[src/rtl/led_seq_pkg.sv]
// Shared types and constants for the LED tick sequencer.
// Latency: n/a (declarations only).
// Backpressure: n/a.
package led_seq_pkg;

    localparam int LED_W = 4;

    typedef enum logic [1:0] {
        MODE_COUNT  = 2'd0,
        MODE_WALK   = 2'd1,
        MODE_BOUNCE = 2'd2,
        MODE_BLINK  = 2'd3
    } mode_t;

    typedef enum logic {
        IDLE = 1'b0,
        RUN  = 1'b1
    } state_t;

    typedef enum logic {
        DIR_UP   = 1'b0,
        DIR_DOWN = 1'b1
    } dir_t;

    localparam logic [LED_W-1:0] LED_LSB = {{(LED_W-1){1'b0}}, 1'b1};
    localparam logic [LED_W-1:0] LED_MSB = {1'b1, {(LED_W-1){1'b0}}};

    localparam logic [LED_W-1:0] SEED_COUNT  = {LED_W{1'b0}};
    localparam logic [LED_W-1:0] SEED_WALK   = LED_LSB;
    localparam logic [LED_W-1:0] SEED_BOUNCE = LED_LSB;
    localparam logic [LED_W-1:0] SEED_BLINK  = {LED_W{1'b1}};

    function automatic logic [LED_W-1:0] mode_seed(input mode_t m);
        logic [LED_W-1:0] s;
        unique case (m)
            MODE_COUNT:  s = SEED_COUNT;
            MODE_WALK:   s = SEED_WALK;
            MODE_BOUNCE: s = SEED_BOUNCE;
            MODE_BLINK:  s = SEED_BLINK;
        endcase
        return s;
    endfunction

endpackage

[src/rtl/led_seq_prescaler.sv]
// Rising-edge detector on tick_in plus a modulo-TICKS_PER_STEP rise counter.
// Latency: step is combinational in the cycle the rise is seen.
// Backpressure: none; clr holds the count at zero.
module led_seq_prescaler #(
    parameter int unsigned TICKS_PER_STEP = 4
) (
    input  logic bufr_clk,
    input  logic rst,
    input  logic tick_in,
    input  logic clr,
    output logic step
);

    localparam logic [15:0] PRESC_LAST = 16'(TICKS_PER_STEP - 1);

    logic        tick_d;
    logic        rise;
    logic [15:0] presc;

    // tick_in already lives in bufr_clk, so one flop is enough for edge detection
    assign rise = tick_in & ~tick_d;
    assign step = rise & ~clr & ~rst & (presc == PRESC_LAST);

    always_ff @(posedge bufr_clk) begin
        if (rst) begin
            tick_d <= 1'b0;
            presc  <= 16'd0;
        end else begin
            tick_d <= tick_in;
            if (clr) begin
                presc <= 16'd0;
            end else if (rise) begin
                presc <= (presc == PRESC_LAST) ? 16'd0 : presc + 16'd1;
            end
        end
    end

endmodule

[src/rtl/led_tick_sequencer.sv]
// Steps a 4-bit LED pattern (count/walk/bounce/blink) every TICKS_PER_STEP tick rises.
// Latency: led/step_count/wrap update one edge after the qualifying rise.
// Backpressure: none; en gates running, dropping it blanks the LEDs.
module led_tick_sequencer
    import led_seq_pkg::*;
#(
    parameter int unsigned TICKS_PER_STEP = 4
) (
    input  logic             bufr_clk,
    input  logic             rst,
    input  logic             tick_in,
    input  logic             en,
    input  logic [1:0]       mode,
    output logic [LED_W-1:0] led,
    output logic [15:0]      step_count,
    output logic             wrap
);

    state_t           state_q, state_d;
    mode_t            active_mode, active_mode_d;
    mode_t            mode_sel;
    dir_t             dir, dir_d;
    logic [LED_W-1:0] led_d;
    logic [15:0]      step_count_d;
    logic             wrap_d;
    logic             step;

    assign mode_sel = mode_t'(mode);

    led_seq_prescaler #(
        .TICKS_PER_STEP(TICKS_PER_STEP)
    ) u_prescaler (
        .bufr_clk(bufr_clk),
        .rst     (rst),
        .tick_in (tick_in),
        .clr     (state_q == IDLE),
        .step    (step)
    );

    always_comb begin
        state_d       = state_q;
        active_mode_d = active_mode;
        dir_d         = dir;
        led_d         = led;
        step_count_d  = step_count;
        wrap_d        = 1'b0;

        unique case (state_q)
            IDLE: begin
                led_d = '0;
                if (en) begin
                    state_d       = RUN;
                    active_mode_d = mode_sel;
                    led_d         = mode_seed(mode_sel);
                    dir_d         = DIR_UP;
                end
            end
            RUN: begin
                if (!en) begin
                    state_d = IDLE;
                    led_d   = '0;
                end else if (step) begin
                    step_count_d = step_count + 16'd1;
                    if (mode_sel != active_mode) begin
                        // a new mode takes effect on a step boundary, restarting from its seed
                        active_mode_d = mode_sel;
                        led_d         = mode_seed(mode_sel);
                        dir_d         = DIR_UP;
                    end else begin
                        unique case (active_mode)
                            MODE_COUNT: begin
                                led_d  = led + LED_LSB;
                                wrap_d = (led == SEED_BLINK);
                            end
                            MODE_WALK: begin
                                led_d  = {led[LED_W-2:0], led[LED_W-1]};
                                wrap_d = (led == LED_MSB);
                            end
                            MODE_BOUNCE: begin
                                if (dir == DIR_UP) begin
                                    if (led == LED_MSB) begin
                                        led_d = led >> 1;
                                        dir_d = DIR_DOWN;
                                    end else begin
                                        led_d = led << 1;
                                    end
                                end else begin
                                    if (led == LED_LSB) begin
                                        led_d = led << 1;
                                        dir_d = DIR_UP;
                                    end else begin
                                        led_d  = led >> 1;
                                        wrap_d = (led_d == LED_LSB);
                                    end
                                end
                            end
                            MODE_BLINK: begin
                                led_d  = ~led;
                                wrap_d = (led == SEED_BLINK);
                            end
                        endcase
                    end
                end
            end
        endcase
    end

    always_ff @(posedge bufr_clk) begin
        if (rst) begin
            state_q     <= IDLE;
            active_mode <= MODE_COUNT;
            dir         <= DIR_UP;
            led         <= '0;
            step_count  <= 16'd0;
            wrap        <= 1'b0;
        end else begin
            state_q     <= state_d;
            active_mode <= active_mode_d;
            dir         <= dir_d;
            led         <= led_d;
            step_count  <= step_count_d;
            wrap        <= wrap_d;
        end
    end

endmodule

[config.mk]
export PLATFORM = sky130hd
export DESIGN_NAME = led_tick_sequencer
export DESIGN_NICKNAME = d
export VERILOG_FILES = /design/src/rtl/led_seq_pkg.sv /design/src/rtl/led_seq_prescaler.sv /design/src/rtl/led_tick_sequencer.sv
export SDC_FILE = /design/constraint.sdc
export NUM_CORES = 1
export LEC_CHECK = 0
export CAP_MARGIN = 15
export CORE_MARGIN = 5
export CORE_UTILIZATION = 30
export CTS_CLUSTER_DIAMETER = 100
export DETAILED_ROUTE_END_ITERATION = 8
export GPL_TIMING_DRIVEN = 0
export PLACE_DENSITY = 0.51
export SLEW_MARGIN = 10
export SYNTH_ARGS = -nofsm -noshare
export SYNTH_HDL_FRONTEND = slang
export SYNTH_HIERARCHICAL = 1
export SYNTH_SLANG_ARGS = --single-unit
[constraint.sdc]
create_clock -name bufr_clk -period 3 [get_ports bufr_clk]
set_input_delay 0.6 -clock bufr_clk [delete_from_list [all_inputs] [get_ports bufr_clk]]
set_output_delay 0.6 -clock bufr_clk [all_outputs]
set_load 0.05 [all_outputs]
==> flow_summary.toml <==
[critical_path]
crit_family = "simple AND/OR/NAND/NOR gates"
critical_path_class = "in -> reg"
critPathLaunchType = "primary input"
timing.rr.start = "u_prescaler/presc[9]"
critPathSlowestCell = "clkdlybuf4s50_1"
startpoint = "tick_in"
end_kind = "flip-flop"
crit_buf_inv = 2
reg2reg_to = "step_count[15]"
crit_required_ns = 3.19
reg2reg_depth = 9
path_max_fanout = 10
cp_cell_sequence = "clkdlybuf4s50_1, nand3b_2, nor3_1, and2_1, buf_4, nand4_1, nor2_1, nand4_1, xor2_1, nor2_1"
cpPeakStageDelay_ns = 0.52
reg2reg_setup_slack_ns = 0.56
cp.arrival_ns = 2.81

[global_routing]
grt_usage = 0.115
grt_max_degree = 16
grt_first_pass_wirelength_mm = 9.29
grt_overflow = 0
antenna_found_initial = 0
grt_pass1_vias = 1883

[die]
rows = 32
initial_core_util = 0.306
die_y_microns = 98.6
dieArea_sq_um = 9730
core-area_sq_um = 7690
die_w_microns = 98.6
io-pin-count = 27

[timing]
final.setup.worst_slack_ns = 0.377
max_freq_mhz = 381
fin_worst_skew_ns = 0.0141
whs_ns = 0.532
min_period_ns = 2.62
worst_pin_slew_ns = 0.504
min_period_over_period = 0.874
setup_viol = 0
hold_viol_final = 0
rsz0062_at_grt = "false"
slew_headroom = 0.663
slew_violations = 0

[status]
status = "finished clean"

[min_path]
holdPathEnd = "step_count[15]"
min_path_cells = 2
min-delay-start = "step_count[15]"
hold_class = "reg -> reg"

[routing]
first_pass_iters = 4
wl_per_cell_microns = 13.3
drt_iter0_markers = 145
viasPerCell = 4.99
drc = 0
num_vias = 2029
routed_wl_mm = 5.43
ant_nets = 0

[placed_design]
post-dp-hpwl_mm = 3.85
gp_congestion = 0.857
pre_cts_slack_ns = -0.000915
place_area_sq_um = 2740
numPortBuffers = 26

[synthesis]
ys_top_cells_by_count = "dfxtp_1, nor2_1, xor2_1"
synth_fp_nets = 287
synth_area_leaders = "dfxtp_1, xor2_1, nor2_1"
yosysTopAreaCellShare = 0.357
postSynthCellCount = 271
synth_most_common_cell = "dfxtp_1"
synthFlopType = "dfxtp_1"
synth_seq_cells = 42
ys_warn_count = 6
synth_edf_count = 0
synth.distinct_cells = 53
yosysSeqAreaShare = 0.357
synth_area_sq_um = 2360
async_flop_share = 0
postSynthAreaPerCell_sq_um = 8.69
yosysTopAreaCell = "dfxtp_1"

[clock_tree]
ctsHoldBuffers = 0
h-tree-depth = 2
clkTransAtPathRegs_ns = 0.09
cts_buffer_depth = 2
cts_tree = "done"
clock_latency_ns = 0.30
cts_sinks = 42
cts_made_buffers = 5
cts-root-buf = "clkbuf_8"
ctsResizeCount = 0
post_cts_buffers = 0

[power]
p_seq_frac = 0.530
p_clk_frac = 0.353
power.total_mw = 1.08
combPwrFrac = 0.116
peakVddDrop_v = 0.000195
power_density_nw_per_um2 = 382
p_switching_mw = 0.305
sw_frac_of_total = 0.281
internal_power_mw = 0.780
p_leak_nw = 0.975

[job]
drv_cap = 0

[finish]
syn_to_final_growth_pct = 20.4
n_antenna_cell = 0
finalNetCount = 320
final_area_sq_um = 2840
layout-drive-gt1-share = 0.0820
fillCellCount = 821
-- metrics by stage --
step	TNS, ns	util	cells
6_report	0	0.369	407
3_3_place_gp	-0.00645	0.357	399
4_1_cts	0	0.369	407
3_5_place_dp	-0.000915	0.357	399
5_1_grt	0	0.369	407
2_1_floorplan	0	-	271
-- tightest hold or removal path, stage by stage, from the launching register on --
cell     delay (ns)
dfxtp_1        0.35
xor2_1         0.07
nor2_1         0.08
-- routing by layer --
| metal | track usage | vias up | share of wire |
|---|---|---|---|
| met5 | 0 | - | 0 |
| met4 | 0.0284 | 0 | 0.0070 |
| met3 | 0.0333 | 2 | 0.046 |
| met2 | 0.176 | 38 | 0.45 |
| met1 | 0.160 | 958 | 0.50 |
| li1 | - | 1031 | - |
-- state kept, by name, indices dropped and copies added (netlist names) --
name                cells
state_q                 1
u_prescaler/presc      16
dir                     1
active_mode             2
u_prescaler/tick_d      1
led                     4
wrap                    1
step_count             16
-- logic make-up (layout without fill, tap and decap cells) --
logic type / after synthesis / count (layout) / synth area share
multiplexers: 5 / 5 / 0.0212
flip-flops: 42 / 42 / 0.357
AND/OR/NAND/NOR: 120 / 120 / 0.279
adder cells (fa/ha/maj): 10 / 10 / 0.0531
buffers and inverters: 24 / 58 / 0.0494
AO/OA/AOI/OAI: 40 / 40 / 0.129
XOR/XNOR: 30 / 30 / 0.112
-- final cells by class --
class                           instances  area (sq um)  area share
Buffer                                 12          71.3      0.0251
Clock buffer                            5          68.8      0.0243
Clock inverter                          3          23.8     0.00838
Inverter                               12          45.0      0.0159
Multi-Input combinational cell        205          1400       0.493
Sequential cell                        42           841       0.296
Tap cell                              102           128      0.0450
Timing Repair Buffer                   26           260      0.0918
-- how the worst max path moves through the flow --
stage / depth (start not counted) / endpoint
2_1_floorplan: 11 / step_count[12]
3_3_place_gp: 10 / step_count[15]
3_5_place_dp: 10 / step_count[15]
4_1_cts: 10 / step_count[15]
5_1_grt: 10 / step_count[15]
6_report: 10 / step_count[15]
-- placed cells by master, fill, tap and decap left out, types with 2 or more instances in the layout --
master,count
dfxtp_1,42
nor2_1,39
clkdlybuf4s50_1,26
xor2_1,17
xnor2_1,13
inv_1,12
nand4_1,12
a21oi_1,11
nand2_1,11
nor4_1,10
ha_1,10
nor3_1,9
nand3_1,8
nor2b_1,7
mux2i_1,5
clkbuf_8,5
buf_4,4
and3_1,4
clkbuf_1,3
buf_2,3
o21ai_0,3
a31oi_1,3
a21o_1,3
and4_1,3
and2_1,3
o211ai_1,2
nor3b_1,2
nand4b_1,2
a21boi_0,2
o311a_1,2
o2111a_1,2
clkinvlp_4,2
-- power groups by stage --
stage	clock network, mW	registers, mW	logic [mW]
2_1_floorplan	0	0.597	0.0756
3_3_place_gp	0	0.588	0.126
3_5_place_dp	0	0.588	0.126
4_1_cts	0.399	0.575	0.127
5_1_grt	0.421	0.577	0.139
6_report	0.383	0.575	0.126
Power figures use the tool's default switching activity.
